[src/rtl/apb_if.sv]
// Bus bundle for the DFE coefficient register slave.
//   MTRANS  - transfer request
//   MWRITE  - 1 = write, 0 = read
//   MSELx   - one-hot component select
//   MADDR   - register address
//   MWDATA  - signed write data
//   MRDATA  - read data returned by the slave
interface apb_if #(
  parameter int unsigned ADDR_WIDTH  = 7,
  parameter int unsigned PDATA_WIDTH = 32,
  parameter int unsigned COEFF_WIDTH = 20,
  parameter int unsigned COMP        = 4
);
  logic                          MTRANS;
  logic                          MWRITE;
  logic [COMP-1:0]               MSELx;
  logic [ADDR_WIDTH-1:0]         MADDR;
  logic signed [COEFF_WIDTH-1:0] MWDATA;
  logic [PDATA_WIDTH-1:0]        MRDATA;

  modport master (
    output MTRANS, MWRITE, MSELx, MADDR, MWDATA,
    input  MRDATA
  );

  modport slave (
    input  MTRANS, MWRITE, MSELx, MADDR, MWDATA,
    output MRDATA
  );
endinterface

[src/rtl/apb.sv]
// Register-file slave for the DFE filter array.
// Holds the fractional-decimator taps, three IIR coefficient banks, the CIC ratio
// and control fields; drives them in parallel to the filter chain.
//   clk, rst         - clock, synchronous active-high reset
//   bus              - request/readback bundle (slave side)
//   *_OUT            - coefficient / control fields
//   *_VLD            - one-cycle pulse after a write to a bank's last address
// Each transfer runs IDLE/ACCESS -> SETUP -> ACCESS; only latched request fields
// are used to read or commit.
module apb #(
  parameter int unsigned ADDR_WIDTH  = 7,
  parameter int unsigned PDATA_WIDTH = 32,
  parameter int unsigned COEFF_WIDTH = 20,
  parameter int unsigned N_TAP       = 72,
  parameter int unsigned NUM_DENUM   = 5,
  parameter int unsigned COMP        = 4
) (
  input  logic                          clk,
  input  logic                          rst,
  apb_if.slave                          bus,
  output logic signed [COEFF_WIDTH-1:0] FRAC_DECI_OUT [N_TAP],
  output logic                          FRAC_DECI_VLD,
  output logic signed [COEFF_WIDTH-1:0] IIR_24_OUT [NUM_DENUM],
  output logic                          IIR_24_VLD,
  output logic signed [COEFF_WIDTH-1:0] IIR_5_1_OUT [NUM_DENUM],
  output logic                          IIR_5_1_VLD,
  output logic signed [COEFF_WIDTH-1:0] IIR_5_2_OUT [NUM_DENUM],
  output logic                          IIR_5_2_VLD,
  output logic [4:0]                    CIC_R_OUT,
  output logic                          CIC_R_VLD,
  output logic [4:0]                    CTRL,
  output logic [1:0]                    OUT_SEL,
  output logic [2:0]                    COEFF_SEL,
  output logic [2:0]                    STATUS
);
  localparam int unsigned IIR24_BASE     = N_TAP;
  localparam int unsigned IIR51_BASE     = N_TAP + NUM_DENUM;
  localparam int unsigned IIR52_BASE     = N_TAP + 2 * NUM_DENUM;
  localparam int unsigned N_COEF         = N_TAP + 3 * NUM_DENUM;
  localparam int unsigned CIC_ADDR       = N_COEF;
  localparam int unsigned CTRL_BASE      = N_COEF + 1;
  localparam int unsigned OUT_SEL_ADDR   = CTRL_BASE + 5;
  localparam int unsigned COEFF_SEL_ADDR = OUT_SEL_ADDR + 1;
  localparam int unsigned STATUS_ADDR    = COEFF_SEL_ADDR + 1;
  localparam int unsigned IDX_W          = $clog2(N_COEF);
  localparam int unsigned PAD_W          = PDATA_WIDTH - COEFF_WIDTH;

  typedef enum logic [1:0] {StIdle, StSetup, StAccess} state_e;

  state_e                        state_q, state_d;
  logic [ADDR_WIDTH-1:0]         addr_q, addr_d;
  logic                          wr_q, wr_d;
  logic [COEFF_WIDTH-1:0]        wdata_q, wdata_d;
  logic [COMP-1:0]               sel_q, sel_d;
  logic [COEFF_WIDTH-1:0]        coef_q [N_COEF];
  logic [COEFF_WIDTH-1:0]        coef_d [N_COEF];
  logic [4:0]                    cic_q, cic_d;
  logic [4:0]                    ctrl_q, ctrl_d;
  logic [1:0]                    out_sel_q, out_sel_d;
  logic [2:0]                    coeff_sel_q, coeff_sel_d;
  logic [2:0]                    status_q, status_d;
  logic [4:0]                    vld_q, vld_d;   // {cic, iir52, iir51, iir24, frac}
  logic [PDATA_WIDTH-1:0]        mrdata_q, mrdata_d;

  logic [31:0]            addr_a;
  logic [IDX_W-1:0]       idx;
  logic                   hit;
  logic                   req;
  logic [PDATA_WIDTH-1:0] rd_val;
  logic [COEFF_WIDTH-1:0] coef_rd;

  assign addr_a = 32'(addr_q);
  assign idx    = addr_q[IDX_W-1:0];
  // MSELx == 0 is not a transfer at all, so the FSM never leaves IDLE for it.
  assign req    = bus.MTRANS && (bus.MSELx != '0);

  // Latched address must be in the map and carry its component select bit.
  always_comb begin
    hit = 1'b0;
    if (addr_a < IIR24_BASE)        hit = sel_q[0];
    else if (addr_a < N_COEF)       hit = sel_q[1];
    else if (addr_a == CIC_ADDR)    hit = sel_q[2];
    else if (addr_a <= STATUS_ADDR) hit = sel_q[3];
  end

  always_comb begin
    rd_val  = '0;
    coef_rd = '0;
    if (addr_a < N_COEF) begin
      coef_rd = coef_q[idx];
      rd_val  = {{PAD_W{coef_rd[COEFF_WIDTH-1]}}, coef_rd};
    end else if (addr_a == CIC_ADDR) begin
      rd_val = PDATA_WIDTH'(cic_q);
    end else if (addr_a < OUT_SEL_ADDR) begin
      rd_val = PDATA_WIDTH'(ctrl_q[3'(addr_a - CTRL_BASE)]);
    end else if (addr_a == OUT_SEL_ADDR) begin
      rd_val = PDATA_WIDTH'(out_sel_q);
    end else if (addr_a == COEFF_SEL_ADDR) begin
      rd_val = PDATA_WIDTH'(coeff_sel_q);
    end else if (addr_a == STATUS_ADDR) begin
      rd_val = PDATA_WIDTH'(status_q);
    end
  end

  always_comb begin
    state_d     = state_q;
    addr_d      = addr_q;
    wr_d        = wr_q;
    wdata_d     = wdata_q;
    sel_d       = sel_q;
    coef_d      = coef_q;
    cic_d       = cic_q;
    ctrl_d      = ctrl_q;
    out_sel_d   = out_sel_q;
    coeff_sel_d = coeff_sel_q;
    status_d    = status_q;
    vld_d       = '0;
    mrdata_d    = mrdata_q;

    case (state_q)
      StIdle: begin
        if (req) begin
          addr_d  = bus.MADDR;
          wr_d    = bus.MWRITE;
          wdata_d = bus.MWDATA;
          sel_d   = bus.MSELx;
          state_d = StSetup;
        end
      end
      StSetup: begin
        state_d = StAccess;
        if (!wr_q) mrdata_d = hit ? rd_val : '0;
      end
      StAccess: begin
        if (wr_q && hit) begin
          if (addr_a < N_COEF)               coef_d[idx] = wdata_q;
          else if (addr_a == CIC_ADDR)       cic_d = wdata_q[4:0];
          else if (addr_a < OUT_SEL_ADDR)    ctrl_d[3'(addr_a - CTRL_BASE)] = wdata_q[0];
          else if (addr_a == OUT_SEL_ADDR)   out_sel_d = wdata_q[1:0];
          else if (addr_a == COEFF_SEL_ADDR) coeff_sel_d = wdata_q[2:0];
          else                               status_d = wdata_q[2:0];
          vld_d = {addr_a == CIC_ADDR, addr_a == N_COEF - 1, addr_a == IIR52_BASE - 1,
                   addr_a == IIR51_BASE - 1, addr_a == N_TAP - 1};
        end
        if (req) begin
          addr_d  = bus.MADDR;
          wr_d    = bus.MWRITE;
          wdata_d = bus.MWDATA;
          sel_d   = bus.MSELx;
          state_d = StSetup;
        end else begin
          state_d = StIdle;
        end
      end
      default: state_d = StIdle;
    endcase
  end

  always_ff @(posedge clk) begin
    if (rst) begin
      state_q     <= StIdle;
      addr_q      <= '0;
      wr_q        <= 1'b0;
      wdata_q     <= '0;
      sel_q       <= '0;
      coef_q      <= '{default: '0};
      cic_q       <= '0;
      ctrl_q      <= '0;
      out_sel_q   <= '0;
      coeff_sel_q <= '0;
      status_q    <= '0;
      vld_q       <= '0;
      mrdata_q    <= '0;
    end else begin
      state_q     <= state_d;
      addr_q      <= addr_d;
      wr_q        <= wr_d;
      wdata_q     <= wdata_d;
      sel_q       <= sel_d;
      coef_q      <= coef_d;
      cic_q       <= cic_d;
      ctrl_q      <= ctrl_d;
      out_sel_q   <= out_sel_d;
      coeff_sel_q <= coeff_sel_d;
      status_q    <= status_d;
      vld_q       <= vld_d;
      mrdata_q    <= mrdata_d;
    end
  end

  always_comb begin
    for (int i = 0; i < N_TAP; i++) FRAC_DECI_OUT[i] = coef_q[i];
    for (int i = 0; i < NUM_DENUM; i++) begin
      IIR_24_OUT[i]  = coef_q[IIR24_BASE + i];
      IIR_5_1_OUT[i] = coef_q[IIR51_BASE + i];
      IIR_5_2_OUT[i] = coef_q[IIR52_BASE + i];
    end
  end

  assign bus.MRDATA    = mrdata_q;
  assign FRAC_DECI_VLD = vld_q[0];
  assign IIR_24_VLD    = vld_q[1];
  assign IIR_5_1_VLD   = vld_q[2];
  assign IIR_5_2_VLD   = vld_q[3];
  assign CIC_R_VLD     = vld_q[4];
  assign CIC_R_OUT     = cic_q;
  assign CTRL          = ctrl_q;
  assign OUT_SEL       = out_sel_q;
  assign COEFF_SEL     = coeff_sel_q;
  assign STATUS        = status_q;
endmodule

[src/flat_wrapper.sv]
// flat-port wrapper written by rule: the top's interface ports become plain ports
module apb_flat 
#(
  parameter int unsigned ADDR_WIDTH  = 7,
  parameter int unsigned PDATA_WIDTH = 32,
  parameter int unsigned COEFF_WIDTH = 20,
  parameter int unsigned N_TAP       = 72,
  parameter int unsigned NUM_DENUM   = 5,
  parameter int unsigned COMP        = 4
)
  (clk, rst, FRAC_DECI_OUT, FRAC_DECI_VLD, IIR_24_OUT, IIR_24_VLD, IIR_5_1_OUT, IIR_5_1_VLD, IIR_5_2_OUT, IIR_5_2_VLD, CIC_R_OUT, CIC_R_VLD, CTRL, OUT_SEL, COEFF_SEL, STATUS, bus_MTRANS, bus_MWRITE, bus_MSELx, bus_MADDR, bus_MWDATA, bus_MRDATA);
  apb_if #(.ADDR_WIDTH(ADDR_WIDTH), .PDATA_WIDTH(PDATA_WIDTH), .COEFF_WIDTH(COEFF_WIDTH), .COMP(COMP)) bus_i ();
  input  logic clk;
  input  logic rst;
  output logic signed [COEFF_WIDTH-1:0] FRAC_DECI_OUT[N_TAP];
  output logic FRAC_DECI_VLD;
  output logic signed [COEFF_WIDTH-1:0] IIR_24_OUT[NUM_DENUM];
  output logic IIR_24_VLD;
  output logic signed [COEFF_WIDTH-1:0] IIR_5_1_OUT[NUM_DENUM];
  output logic IIR_5_1_VLD;
  output logic signed [COEFF_WIDTH-1:0] IIR_5_2_OUT[NUM_DENUM];
  output logic IIR_5_2_VLD;
  output logic [4:0] CIC_R_OUT;
  output logic CIC_R_VLD;
  output logic [4:0] CTRL;
  output logic [1:0] OUT_SEL;
  output logic [2:0] COEFF_SEL;
  output logic [2:0] STATUS;
  input wire logic [$bits(bus_i.MTRANS)-1:0] bus_MTRANS;
  input wire logic [$bits(bus_i.MWRITE)-1:0] bus_MWRITE;
  input wire logic [$bits(bus_i.MSELx)-1:0] bus_MSELx;
  input wire logic [$bits(bus_i.MADDR)-1:0] bus_MADDR;
  input wire logic [$bits(bus_i.MWDATA)-1:0] bus_MWDATA;
  output wire logic [$bits(bus_i.MRDATA)-1:0] bus_MRDATA;
  assign bus_i.MTRANS = bus_MTRANS;
  assign bus_i.MWRITE = bus_MWRITE;
  assign bus_i.MSELx = bus_MSELx;
  assign bus_i.MADDR = bus_MADDR;
  assign bus_i.MWDATA = bus_MWDATA;
  assign bus_MRDATA = bus_i.MRDATA;
  apb #(.ADDR_WIDTH(ADDR_WIDTH), .PDATA_WIDTH(PDATA_WIDTH), .COEFF_WIDTH(COEFF_WIDTH), .N_TAP(N_TAP), .NUM_DENUM(NUM_DENUM), .COMP(COMP)) u_core (.clk(clk), .rst(rst), .bus(bus_i), .FRAC_DECI_OUT(FRAC_DECI_OUT), .FRAC_DECI_VLD(FRAC_DECI_VLD), .IIR_24_OUT(IIR_24_OUT), .IIR_24_VLD(IIR_24_VLD), .IIR_5_1_OUT(IIR_5_1_OUT), .IIR_5_1_VLD(IIR_5_1_VLD), .IIR_5_2_OUT(IIR_5_2_OUT), .IIR_5_2_VLD(IIR_5_2_VLD), .CIC_R_OUT(CIC_R_OUT), .CIC_R_VLD(CIC_R_VLD), .CTRL(CTRL), .OUT_SEL(OUT_SEL), .COEFF_SEL(COEFF_SEL), .STATUS(STATUS));
endmodule
[config.mk]
export PLATFORM = sky130hd
export DESIGN_NAME = apb_flat
export DESIGN_NICKNAME = d
export VERILOG_FILES = /design/src/rtl/apb_if.sv /design/src/rtl/apb.sv /design/src/flat_wrapper.sv
export SDC_FILE = /design/constraint.sdc
export NUM_CORES = 2
export LEC_CHECK = 0
export ABC_AREA = 1
export ABC_CLOCK_PERIOD_IN_PS = 6080
export CAP_MARGIN = 20
export CORE_AREA = 5 5 711 713
export DETAILED_ROUTE_END_ITERATION = 10
export DIE_AREA = 0 0 716 718
export PLACE_DENSITY = 0.42
export SETUP_SLACK_MARGIN = 0.1
export SLEW_MARGIN = 20
export SYNTH_ARGS = -nofsm -noshare
export SYNTH_HDL_FRONTEND = slang
export SYNTH_SLANG_ARGS = --single-unit
export TNS_END_PERCENT = 5
[constraint.sdc]
create_clock -name clk -period 6.08 [get_ports clk]
set_clock_uncertainty 0.15 [all_clocks]
set_input_delay 1.824 -clock clk [delete_from_list [all_inputs] [get_ports clk]]
set_output_delay 1.824 -clock clk [all_outputs]
set_load 0.05 [all_outputs]
==> Implementation_results.wiki <==
{| class="wikitable"
! Metric !! Value
|-
| Result of the run || complete, no violations
|-
| Maximum number of pins on one net before global-route repair || around 180
|-
| Sw Ratio || between 20 and 30%
|-
| Sw Pwr || around 8.9 mW
|-
| Fill cell instance count of the final layout || ~56,000
|-
| Number of hold violations in the final report || 0
|-
| Total Power Consumption || just under 30 mW
|-
| DIE HEIGHT || ~700 um
|-
| Die span in x || 716 um
|-
| DRC viols || 0
|-
| Internal power summed over all cells || about 21 mW
|-
| Data required time of the critical path || 6.67 ns
|-
| Data arrival, critical path || approximately 6.3 ns
|-
| Detail Placement HPWL || about 530 mm
|-
| Sequential group share of total power || 40.7%
|-
| H-tree Lvls || 4
|-
| YS warnings || 0
|-
| Number of clock sinks seen by CTS || roughly 1,800
|-
| First-iteration detailed-routing DRC count || ~13,000
|-
| Leakage component of the power || between 30 and 40 nW
|-
| Synth top area cells || sky130_fd_sc_hd__dfxtp_1, sky130_fd_sc_hd__nand2_1, sky130_fd_sc_hd__a21oi_1
|-
| Most used flip-flop cell after synthesis || sky130_fd_sc_hd__dfxtp_1
|-
| Cell accounting for the most synthesized area || sky130_fd_sc_hd__dfxtp_1
|-
| Number of nets in the layout || 13,000
|-
| Worst supply voltage drop on vdd || 0.000245 V
|-
| Clock tree from TritonCTS || yes
|-
| Ratio of routed vias to standard cells || 4.81
|-
| Floorplan core area || roughly 500,000 um^2
|-
| CP Max Fanout || 38
|-
| Tcrit/Tclk final || between 90% and 100%
|-
| Max Freq || about 180 MHz
|-
| Area taken by multi-input logic gates || ~39,000 um^2
|-
| Post-route worst hold slack || 0.322 ns
|-
| Async set or reset register ratio after synthesis || 0%
|-
| Routed len/inst || about 36 um
|-
| Combinational share of power || under 10%
|-
| Share of total power in the clock network || 50.1%
|-
| Clock latency of the later-clocked register in the worst-skew pair || slightly below 1 ns
|-
| Total routing resource utilization after global routing || between 20% and 30%
|-
| Rows || 260
|-
| Vias in the first global route || between 80,000 and 90,000
|-
| Die ar. || 514,000 um^2
|-
| Total CTS buffers || 237
|-
| Routability congestion estimate from global placement || about 0.92
|-
| Number of top-level pins || around 1,800
|-
| Deepest clock path buffer count || 4
|-
| GRT Residual Overflow || 0
|-
| Clock period minus worst slack || approximately 5.7 ns
|-
| Worst slew margin relative to its limit || between 10% and 20%
|-
| Flip-flop and latch count after synthesis || roughly 1,800
|-
| Global-route wire length before repair || ~910 mm
|-
| Combined flip-flop and latch cell area || about 36,000 um^2
|-
| Post-synthesis instance area || about 82,000 um^2
|-
| Setup-failing EPs final || 0
|-
| P per Cell Area || around 260 nW/um^2
|-
| Critical path type || reg2reg
|-
| Seq/Total Area, Yosys || roughly 44%
|-
| Number of synthesized flops with an enable pin || 0
|-
| Type of origin of the critical path || flop
|-
| Cell at the root of the clock tree || sky130_fd_sc_hd__clkbuf_16
|-
| I/O Buffers || around 1,800
|-
| Post-Syn Instances || 11,800
|-
| Synthesis-to-finish area growth || 39.6%
|-
| Number of max-slew violations in the final report || 0
|-
| Kind of end point of the critical path || flop
|-
| Post-synthesis average cell area || between 6 and 7 um^2
|-
| Path type of the worst min-delay path || reg2reg
|-
| RSZ-0062 raised after global routing || false
|-
| Synth unique cells || 31
|-
| Vias || roughly 96,000
|-
| Total routed wirelength || a little over 700 mm
|-
| Share of Yosys cell area claimed by the top area cell type || ~44%
|-
| Slew at the pin closest to its max-slew limit || about 1.2 ns
|-
| Fin util || about 23%
|-
| Number of iterations in the first detailed-routing pass || 6
|-
| Antenna violations before repair || 50
|-
| Most common cell in the synthesized netlist || sky130_fd_sc_hd__nand2_1
|-
| Slack of the worst reg-to-reg path || 0.38 ns
|-
| Net Count, Synth || around 12,000
|-
| Top cells by count, synth || sky130_fd_sc_hd__nand2_1, sky130_fd_sc_hd__dfxtp_1, sky130_fd_sc_hd__a21oi_1, sky130_fd_sc_hd__nand3_1, sky130_fd_sc_hd__clkbuf_1
|-
| # Max-Cap Violations || 0
|-
| Number of nets still failing antenna checks after routing || 0
|-
| Share of final-layout standard cells stronger than drive strength 1 || 6.77%
|-
| Starting utilization of the core area || 16.5%
|-
| Clk slew on worst S/H paths || roughly 0.06 ns
|}
==> worst paths after layout <==
kind / startpoint / to / cells after the start
max: u_core.addr_q[2]$_SDFFE_PP0P_ / u_core.FRAC_DECI_OUT[1334]$_SDFFE_PP0P_ / 12
min: u_core.bus.MRDATA[17]$_SDFFE_PP0P_ / u_core.bus.MRDATA[17]$_SDFFE_PP0P_ / 2
max reg2reg: u_core.addr_q[2]$_SDFFE_PP0P_ / u_core.FRAC_DECI_OUT[1334]$_SDFFE_PP0P_ / 12
min reg2reg: u_core.bus.MRDATA[17]$_SDFFE_PP0P_ / u_core.bus.MRDATA[17]$_SDFFE_PP0P_ / 2
==> registers in the layout, summed over array words and instances, names as in the netlist, 4 cells and up <==
register	flops
u_core.IIR_24_OUT	100
u_core.CIC_R_OUT	5
u_core.bus.MRDATA	20
u_core.FRAC_DECI_OUT	1440
u_core.vld_q	5
u_core.sel_q	4
u_core.IIR_5_2_OUT	100
u_core.IIR_5_1_OUT	100
u_core.CTRL	5
u_core.wdata_q	20
u_core.addr_q	7
==> metal layers <==
metal | routed length (um) | global-route usage [%]
met5 | 98 | 0
met4 | 47100 | 14.2
met3 | 63800 | 6.94
met2 | 312000 | 40.8
met1 | 285000 | 32.6
==> critical path, stage by stage, from the launching register on <==
cell and delay, ns:
sky130_fd_sc_hd__dfxtp_1 1.04, sky130_fd_sc_hd__inv_1 0.59, sky130_fd_sc_hd__nor2_2 0.66, sky130_fd_sc_hd__nand2_2 0.25, sky130_fd_sc_hd__nand2_2 0.33, sky130_fd_sc_hd__o211ai_4 0.14
sky130_fd_sc_hd__nand2_1 0.09, sky130_fd_sc_hd__nand2_1 0.08, sky130_fd_sc_hd__nor2_4 0.19, sky130_fd_sc_hd__buf_12 0.26, sky130_fd_sc_hd__nand3_1 1.02, sky130_fd_sc_hd__nand2_1 0.29
sky130_fd_sc_hd__a21oi_1 0.09
==> power by group through the flow <==
stage / clock (mW) / sequential [mW] / combinational [mW]
floorplan: 0 / 12.2 / 1.16
global placement: 0 / 12.4 / 2.72
detailed placement: 0 / 12.4 / 2.73
CTS: 15.2 / 12.1 / 2.73
global route: 15.6 / 12.1 / 2.78
finish: 14.9 / 12.1 / 2.74
==> logic make-up (layout without fill, tap and decap cells) <==
group,after synthesis,after routing,synth area share [%]
AND/OR/NAND/NOR,5802,5802,29.5
AO/OA/AOI/OAI,2562,2562,17.4
flip-flops,1817,1817,44.2
buffers and inverters,1656,3015,8.89
other,0,14,0
==> timing repair <==
action | 4_1_cts | 5_1_grt
hold buffers | 0 | 0
endpoints found under the setup margin | 1263 | 0
resized for setup | 1 | 0
setup buffers | 0 | 0
==> per-stage QoR <==
stage	TNS, ns	area (um^2)	setup slack [ns]	cells
after detailed placement	-25.99	107000	-0.224	19500
final	0	115000	0.380	19900
after global routing	0	115000	0.126	19900
after floorplan	0	82400	2.86	11800
after CTS	0	115000	0.163	19900
after global placement	-40.35	107000	-0.248	19400
==> layout make-up <==
type	instances	area share [%]
inverter	415	1.38
clock inverter	76	0.971
multi-input combinational	8364	33.9
antenna	14	0.0305
clock buffer	351	6.00
tap	6681	7.27
timing repair buffer	2173	18.8
sequential	1817	31.7
==> cells in the final DEF (no fill, tap or decap), types with 4 or more instances in the layout <==
master                            netlist  layout
sky130_fd_sc_hd__nand2_1             3307    3299
sky130_fd_sc_hd__clkdlybuf4s50_1        0    1792
sky130_fd_sc_hd__dfxtp_1             1817    1791
sky130_fd_sc_hd__a21oi_1             1787    1787
sky130_fd_sc_hd__nand3_1             1747    1745
sky130_fd_sc_hd__a22oi_1              576     576
sky130_fd_sc_hd__nor2_1               619     564
sky130_fd_sc_hd__inv_1                412     399
sky130_fd_sc_hd__buf_4                 66     312
sky130_fd_sc_hd__clkbuf_16              0     238
sky130_fd_sc_hd__o21ai_0              173     159
sky130_fd_sc_hd__nand4_1               87      87
sky130_fd_sc_hd__buf_12                 1      62
sky130_fd_sc_hd__clkbuf_1             973      61
sky130_fd_sc_hd__clkbuf_8               0      52
sky130_fd_sc_hd__nor2_2                 1      43
sky130_fd_sc_hd__clkinv_2               0      32
sky130_fd_sc_hd__or2_2                 24      24
sky130_fd_sc_hd__dfxtp_4                0      22
sky130_fd_sc_hd__a22o_1                20      20
sky130_fd_sc_hd__bufinv_16              0      16
sky130_fd_sc_hd__nor2_4                 2      15
sky130_fd_sc_hd__diode_2                0      14
sky130_fd_sc_hd__o21ai_1                0      11
sky130_fd_sc_hd__inv_6                  0      10
sky130_fd_sc_hd__clkinv_16              0       9
sky130_fd_sc_hd__nand2_2                5       8
sky130_fd_sc_hd__clkinv_4               0       8
sky130_fd_sc_hd__inv_2                  0       6
sky130_fd_sc_hd__nand2_4                0       5
sky130_fd_sc_hd__nor3_1                 6       5
sky130_fd_sc_hd__clkinvlp_4             0       4
sky130_fd_sc_hd__dfxtp_2                0       4
No activity file was read; power rests on OpenSTA's default activity.
